### src/rtl/mcu_bus_rx_pkg.sv
// mcu_bus_rx_pkg: default parameters and FIFO entry layout shared by the MCU bus receiver
package mcu_bus_rx_pkg;
    localparam int DEF_DATA_WIDTH   = 8;
    localparam int DEF_SYNC_STAGES  = 2;
    localparam int DEF_SAMPLE_DELAY = 14;
    localparam int DEF_FIFO_DEPTH   = 16;
    // An entry is {is_cmd, data}; the command flag sits in the MSB at index data_width
    function automatic int entry_w(input int data_width);
        return data_width + 1;
    endfunction
endpackage

### src/rtl/mcu_bus_fifo.sv
// mcu_bus_fifo: synchronous first-word-fall-through FIFO with extra-MSB pointers
module mcu_bus_fifo #(
    parameter int WIDTH = 9,
    parameter int DEPTH = 16
) (
    input  logic                   clk,
    input  logic                   rst,
    input  logic                   push,
    input  logic [WIDTH-1:0]       din,
    input  logic                   pop,
    output logic [WIDTH-1:0]       dout,
    output logic                   full,
    output logic                   empty,
    output logic [$clog2(DEPTH):0] level
);
    localparam int AW = $clog2(DEPTH);
    logic [WIDTH-1:0] mem [DEPTH];
    logic [AW:0] wp, rp;
    logic [WIDTH-1:0] last;
    logic wr, rd;
    assign empty = wp == rp;
    assign full  = (wp ^ rp) == {1'b1, {AW{1'b0}}};
    assign level = wp - rp;
    assign rd    = pop & ~empty;
    assign wr    = push & (~full | rd);
    // When empty the head output keeps showing the most recently popped entry
    assign dout  = empty ? last : mem[rp[AW-1:0]];
    always_ff @(posedge clk)
        if (wr) mem[wp[AW-1:0]] <= din;
    always_ff @(posedge clk)
        if (rst) begin
            wp   <= '0;
            rp   <= '0;
            last <= '0;
        end else begin
            wp   <= wr ? wp + 1'b1 : wp;
            rp   <= rd ? rp + 1'b1 : rp;
            last <= rd ? mem[rp[AW-1:0]] : last;
        end
endmodule

### src/rtl/mcu_bus_rx.sv
// mcu_bus_rx: samples the MCU bus a fixed delay after each synchronised strobe rise into a FWFT FIFO
module mcu_bus_rx
    import mcu_bus_rx_pkg::*;
#(
    parameter int DATA_WIDTH   = DEF_DATA_WIDTH,
    parameter int SYNC_STAGES  = DEF_SYNC_STAGES,
    parameter int SAMPLE_DELAY = DEF_SAMPLE_DELAY,
    parameter int FIFO_DEPTH   = DEF_FIFO_DEPTH
) (
    input  logic                          sysclk,
    input  logic                          rst,
    input  logic                          busclk,
    input  logic [DATA_WIDTH-1:0]         bus,
    input  logic                          command_data,
    output logic                          out_valid,
    input  logic                          out_ready,
    output logic [DATA_WIDTH-1:0]         out_data,
    output logic                          out_is_cmd,
    output logic [$clog2(FIFO_DEPTH):0]   fifo_level,
    output logic                          overflow,
    output logic                          overrun,
    output logic                          led
);
    localparam int ENTRY_W = entry_w(DATA_WIDTH);
    localparam int CMD_BIT = DATA_WIDTH;
    localparam int CW      = $clog2(SAMPLE_DELAY + 1);
    logic [SYNC_STAGES:0] s;
    logic [CW-1:0] cnt;
    logic [ENTRY_W-1:0] head;
    logic edge_det, strobe, pop, full, empty;
    assign edge_det   = s[SYNC_STAGES-1] & ~s[SYNC_STAGES];
    // A fresh edge restarts the settle window, so it also cancels a sample due this cycle
    assign strobe     = (cnt == CW'(1)) & ~edge_det;
    assign out_valid  = ~empty;
    assign pop        = out_valid & out_ready;
    assign out_data   = head[DATA_WIDTH-1:0];
    assign out_is_cmd = head[CMD_BIT];
    always_ff @(posedge sysclk)
        if (rst) begin
            s        <= '0;
            cnt      <= '0;
            overflow <= 1'b0;
            overrun  <= 1'b0;
            led      <= 1'b0;
        end else begin
            s        <= {s[SYNC_STAGES-1:0], busclk};
            cnt      <= edge_det ? CW'(SAMPLE_DELAY) : (cnt != '0 ? cnt - CW'(1) : cnt);
            overrun  <= overrun | (edge_det & (cnt != '0));
            overflow <= overflow | (strobe & full & ~pop);
            led      <= (strobe & (&bus)) ? 1'b1 : (strobe & ~(|bus)) ? 1'b0 : led;
        end
    mcu_bus_fifo #(
        .WIDTH(ENTRY_W),
        .DEPTH(FIFO_DEPTH)
    ) u_fifo (
        .clk  (sysclk),
        .rst  (rst),
        .push (strobe),
        .din  ({command_data, bus}),
        .pop  (pop),
        .dout (head),
        .full (full),
        .empty(empty),
        .level(fifo_level)
    );
endmodule

### config.mk
export PLATFORM = sky130hd
export DESIGN_NAME = mcu_bus_rx
export DESIGN_NICKNAME = d
export VERILOG_FILES = /design/src/rtl/mcu_bus_rx_pkg.sv /design/src/rtl/mcu_bus_fifo.sv /design/src/rtl/mcu_bus_rx.sv
export SDC_FILE = /design/constraint.sdc
export NUM_CORES = 1
export LEC_CHECK = 0
export ABC_AREA = 1
export CELL_PAD_IN_SITES_DETAIL_PLACEMENT = 0
export CELL_PAD_IN_SITES_GLOBAL_PLACEMENT = 1
export CORE_ASPECT_RATIO = 1.1
export CORE_MARGIN = 2
export CORE_UTILIZATION = 43
export CTS_BUF_LIST = sky130_fd_sc_hd__clkbuf_16
export CTS_CLUSTER_SIZE = 40
export DETAILED_ROUTE_END_ITERATION = 8
export GPL_TIMING_DRIVEN = 0
export PLACE_DENSITY = 0.77
export SLEW_MARGIN = 10
export SYNTH_ARGS = -nofsm -noshare
export SYNTH_HDL_FRONTEND = slang
export SYNTH_SLANG_ARGS = --single-unit
### constraint.sdc
create_clock -name sysclk -period 2.5 [get_ports sysclk]
set_clock_uncertainty 0.05 [all_clocks]
set_input_delay 0.5 -clock sysclk [delete_from_list [all_inputs] [get_ports sysclk]]
set_output_delay 0.5 -clock sysclk [all_outputs]
set_load 0.1 [all_outputs]
==> metrics.md <==
| Metric | Value |
|---|---|
| Status | `finished with violations` |
| Failing checks | `negative setup slack` |
| Max-cap viol count | `0` |
| Combinational power share | `0.398` |
| Most frequent cell after synthesis | `nand2_1` |
| Port Buffers | `30` |
| Max-slew violations | `0` |
| Simple-gate share of the synthesized area | `0.250` |
| Clk sinks | `between 150 and 200` |
| Worst Path Required | `just under 2 ns` |
| Met1 global-route usage | `0.264` |
| XOR/XNOR Fraction of Synth Area | `0.00989` |
| Iteration count of the initial detailed-routing pass | `5` |
| Crit-path slowest cell | `dfxtp_2` |
| Core ar. | `between 0.015 and 0.02 mm2` |
| Fin util | `0.553` |
| Top cell type's share of synthesized area | `0.551` |
| Vias | `between 5000 and 6000` |
| Sequential share of the synthesized area | `0.636` |
| Crit path largest cell delay | `0.34 ns` |
| TritonCTS clock tree | `built` |
| Total Nets Final | `between 900 and 1000` |
| CTS Buf Count | `17` |
| Clock buffer depth | `2` |
| Global-route wire length before repair | `roughly 31000 um` |
| HP Class | `reg2reg` |
| Worst path cell trace | `buf_12 > inv_12 > buf_8 > nand2_1 > nand2_1 > nand2_1 > nand3_2 > nand3_2 > nand2_1 > nand2_1 > nand2_2 > buf_12` |
| Hold path startpoint | `s[0]` |
| Synthesized flop and latch total | `177` |
| Mux cell area share after synthesis | `0` |
| Synth Warn # | `0` |
| Top FF cell, synth | `edfxtp_1` |
| Final std cells w/o fill | `about 1100` |
| Critical R2R Launch | `u_fifo.rp[1]` |
| Power Dens Cells | `between 900 and 1000 mW/mm2` |
| Netlist cell types | `30` |
| Sw frac | `0.386` |
| Setup-failing EPs final | `8` |
| Number of cells after detailed placement | `between 1000 and 1500` |
| DRC | `0` |
| Sw power | `3.79 mW` |
| DIE AREA | `0.0193 mm2` |
| Fillers | `between 1500 and 2000` |
| Worst VDD drop | `roughly 500 uV` |
| R2R Setup Slk | `about 0.19 ns` |
| Vias/cell | `a little under 5` |
| GR Util met3 | `0.0449` |
| Row count | `between 50 and 60` |
| Initial DRC count | `~380` |
| Final GP Congestion | `0.849` |
| Peak Freq | `393 MHz` |
| Vias in the first global route | `5510` |
| Hold Path Sink | `s[1]` |
| Worst slew pin tran | `just under 1 ns` |
| Arrival @ worst endpoint | `approximately 2 ns` |
| Multi-input logic area | `approximately 0.0027 mm2` |
| Top post-synthesis cells by area | `edfxtp_1 55%, nand2_1 14%, dfxtp_1 8.4%, nand3_1 6.9%, inv_1 4.9%` |
| Final Cycle Share | `1.02` |
| Worst R2R Path Depth | `9` |
| Die Wd | `133 um` |
| Max_slew headroom | `0.353` |
| Final hold violations | `0` |
| Sequential share of power | `0.340` |
| Critical path class | `reg2out` |
| HPWL after detailed placement | `between 10000 and 15000 um` |
| Clock share of power | `0.261` |
| Syn Std Cell Area | `0.00784 mm2` |
| Compound-gate portion of the synthesized area | `0.0166` |
| Share of cells above drive strength 1 | `0.236` |
| WHS Path Cells | `2` |
| Pin count of the biggest net entering global routing | `19` |
| Synth area leader | `edfxtp_1` |
| Clk pin slew, worst setup/hold paths | `around 0.060 ns` |
| Ant diodes | `0` |
| Most frequent CP cell | `nand2_1` |
| Antenna violations before repair | `0` |
| Largest family of logic cells by synthesized area | `simple AND/OR/NAND/NOR gates` |
| Gr ovfl total | `0` |
| Fin worst setup slack | `-0.0469 ns` |
| GRT Total Usage | `0.216` |
| CP Launch Type | `flip-flop` |
| Die Height | `146 um` |
| P_int | `just over 6 mW` |
| Fraction of registers with async set/reset | `0` |
| Hold buffers post-CTS | `0` |
| Initial Utilization | `0.441` |
| Synth Area per Inst | `between 9 and 10 um2` |
| Syn Inst Count | `between 800 and 900` |
| RSZ-0062 raised after global routing | `true` |
| Worst r2r dst | `u_fifo.mem[4][5]` |
| P_leak | `between 4 and 5 nW` |
| Worst Path Max Fanout | `10` |
| Synth top cells by count | `289 x nand2_1, 144 x edfxtp_1, 108 x nand3_1` |
| Crit end category | `output port` |
| Post-synthesis adder-cell area fraction | `0.0169` |
| Synth Net Count | `844` |
| Met2 Usage GRT | `0.370` |
| Final ANT Viol Nets | `0` |
| FF/Latch Area | `0.00500 mm2` |
| Avg WL per Cell | `between 15 and 20 um` |
| Root Buffer | `clkbuf_16` |
| Most Crowded Layer GR | `met2` |
| H-tree depth | `4` |
| Area growth, synth to finish | `25.4%` |
| Post-synth EDFFs | `approximately 140` |
| Clk_lat worst skew | `between 0.4 and 0.5 ns` |
| Final WL | `roughly 20000 um` |
| Setup TNS | `-0.232 ns` |
| Io pins | `31` |
| Final critical-path required period | `around 2.5 ns` |
-- how the worst max path moves through the flow --
stage,to,slack [ns],cells after the start
finish,out_data[2],-0.05,12
global route,out_data[2],-0.15,12
CTS,out_data[2],-0.08,11
detailed placement,out_data[4],-1.06,11
global placement,out_data[4],-1.07,11
floorplan,fifo_level[4],-0.18,7
-- per-stage QoR --
stage | instance area (um2) | hold slack, ns | power [mW] | setup WS (ns)
final | 9840 | 0.352 | 9.82 | -0.0469
after floorplan | 7890 | 0.338 | 5.79 | -0.185
after global placement | 8490 | 0.340 | 6.61 | -1.07
after detailed placement | 8490 | 0.342 | 6.62 | -1.06
after CTS | 9710 | 0.351 | 9.79 | -0.0803
after global routing | 9840 | 0.390 | 10.2 | -0.147
-- timing repair --
item / CTS / global route
gates cloned: 2 / 0
pin swaps: 13 / 13
resized for setup: 257 / 30
setup buffers: 8 / 6
endpoints found under the setup margin: 150 / 14
-- power by group through the flow --
stage               logic, mW  registers (mW)  clock network, mW
floorplan                2.41            3.38                  0
global placement         3.22            3.39                  0
detailed placement       3.23            3.39                  0
CTS                      3.85            3.34               2.60
global route             4.16            3.35               2.73
finish                   3.91            3.34               2.57
-- registers in the layout (all words and copies together) (netlist names), named ones only --
| name | cells |
|---|---|
| cnt | 4 |
| led | 1 |
| overflow | 1 |
| overrun | 1 |
| s | 3 |
| u_fifo.last | 9 |
| u_fifo.mem | 144 |
| u_fifo.rp | 5 |
| u_fifo.wp | 5 |
-- per-layer routing --
metal,up-vias,wire length (um)
met5,-,0
met4,0,759
met3,40,825
met2,127,9910
met1,2679,8330
li1,2777,-
-- area by class of cell --
type | instances | share of cell area
Buffer | 31 | 0.0362
Clock buffer | 17 | 0.0432
Clock inverter | 14 | 0.0141
Inverter | 108 | 0.0439
Multi-Input combinational cell | 505 | 0.274
Sequential cell | 177 | 0.508
Tap cell | 238 | 0.0303
Timing Repair Buffer | 45 | 0.0500
-- placed cells by master, fill, tap and decap left out, types with 7 or more instances in the layout --
cell	netlist	final
nand2_1	289	265
edfxtp_1	144	144
inv_1	102	97
nand3_1	108	77
nor2_2	16	30
nand3_2	0	27
nand2_2	2	25
dfxtp_1	33	24
buf_4	0	22
clkbuf_16	0	19
nor2_1	33	19
a21oi_1	17	17
clkdlybuf4s50_1	0	14
buf_12	0	11
o21ai_0	8	8
dfxtp_2	0	7
-- logic make-up (layout without fill, tap and decap cells) --
family / Yosys count / count (layout)
AOI/OAI and AO/OA: 26 / 26
and+or+nand+nor: 460 / 461
xor gates and xnor gates: 8 / 8
buffers and inverters: 140 / 215
DFF: 177 / 177
adders and majority gates: 10 / 10
-- critical path, delay by kind of cell (launching register included) --
kind                   cells  cell delay, ns
AND/OR/NAND/NOR            8            0.65
flip-flops                 1            0.34
buffers and inverters      4            0.56
(Power assumes the default switching activity.)
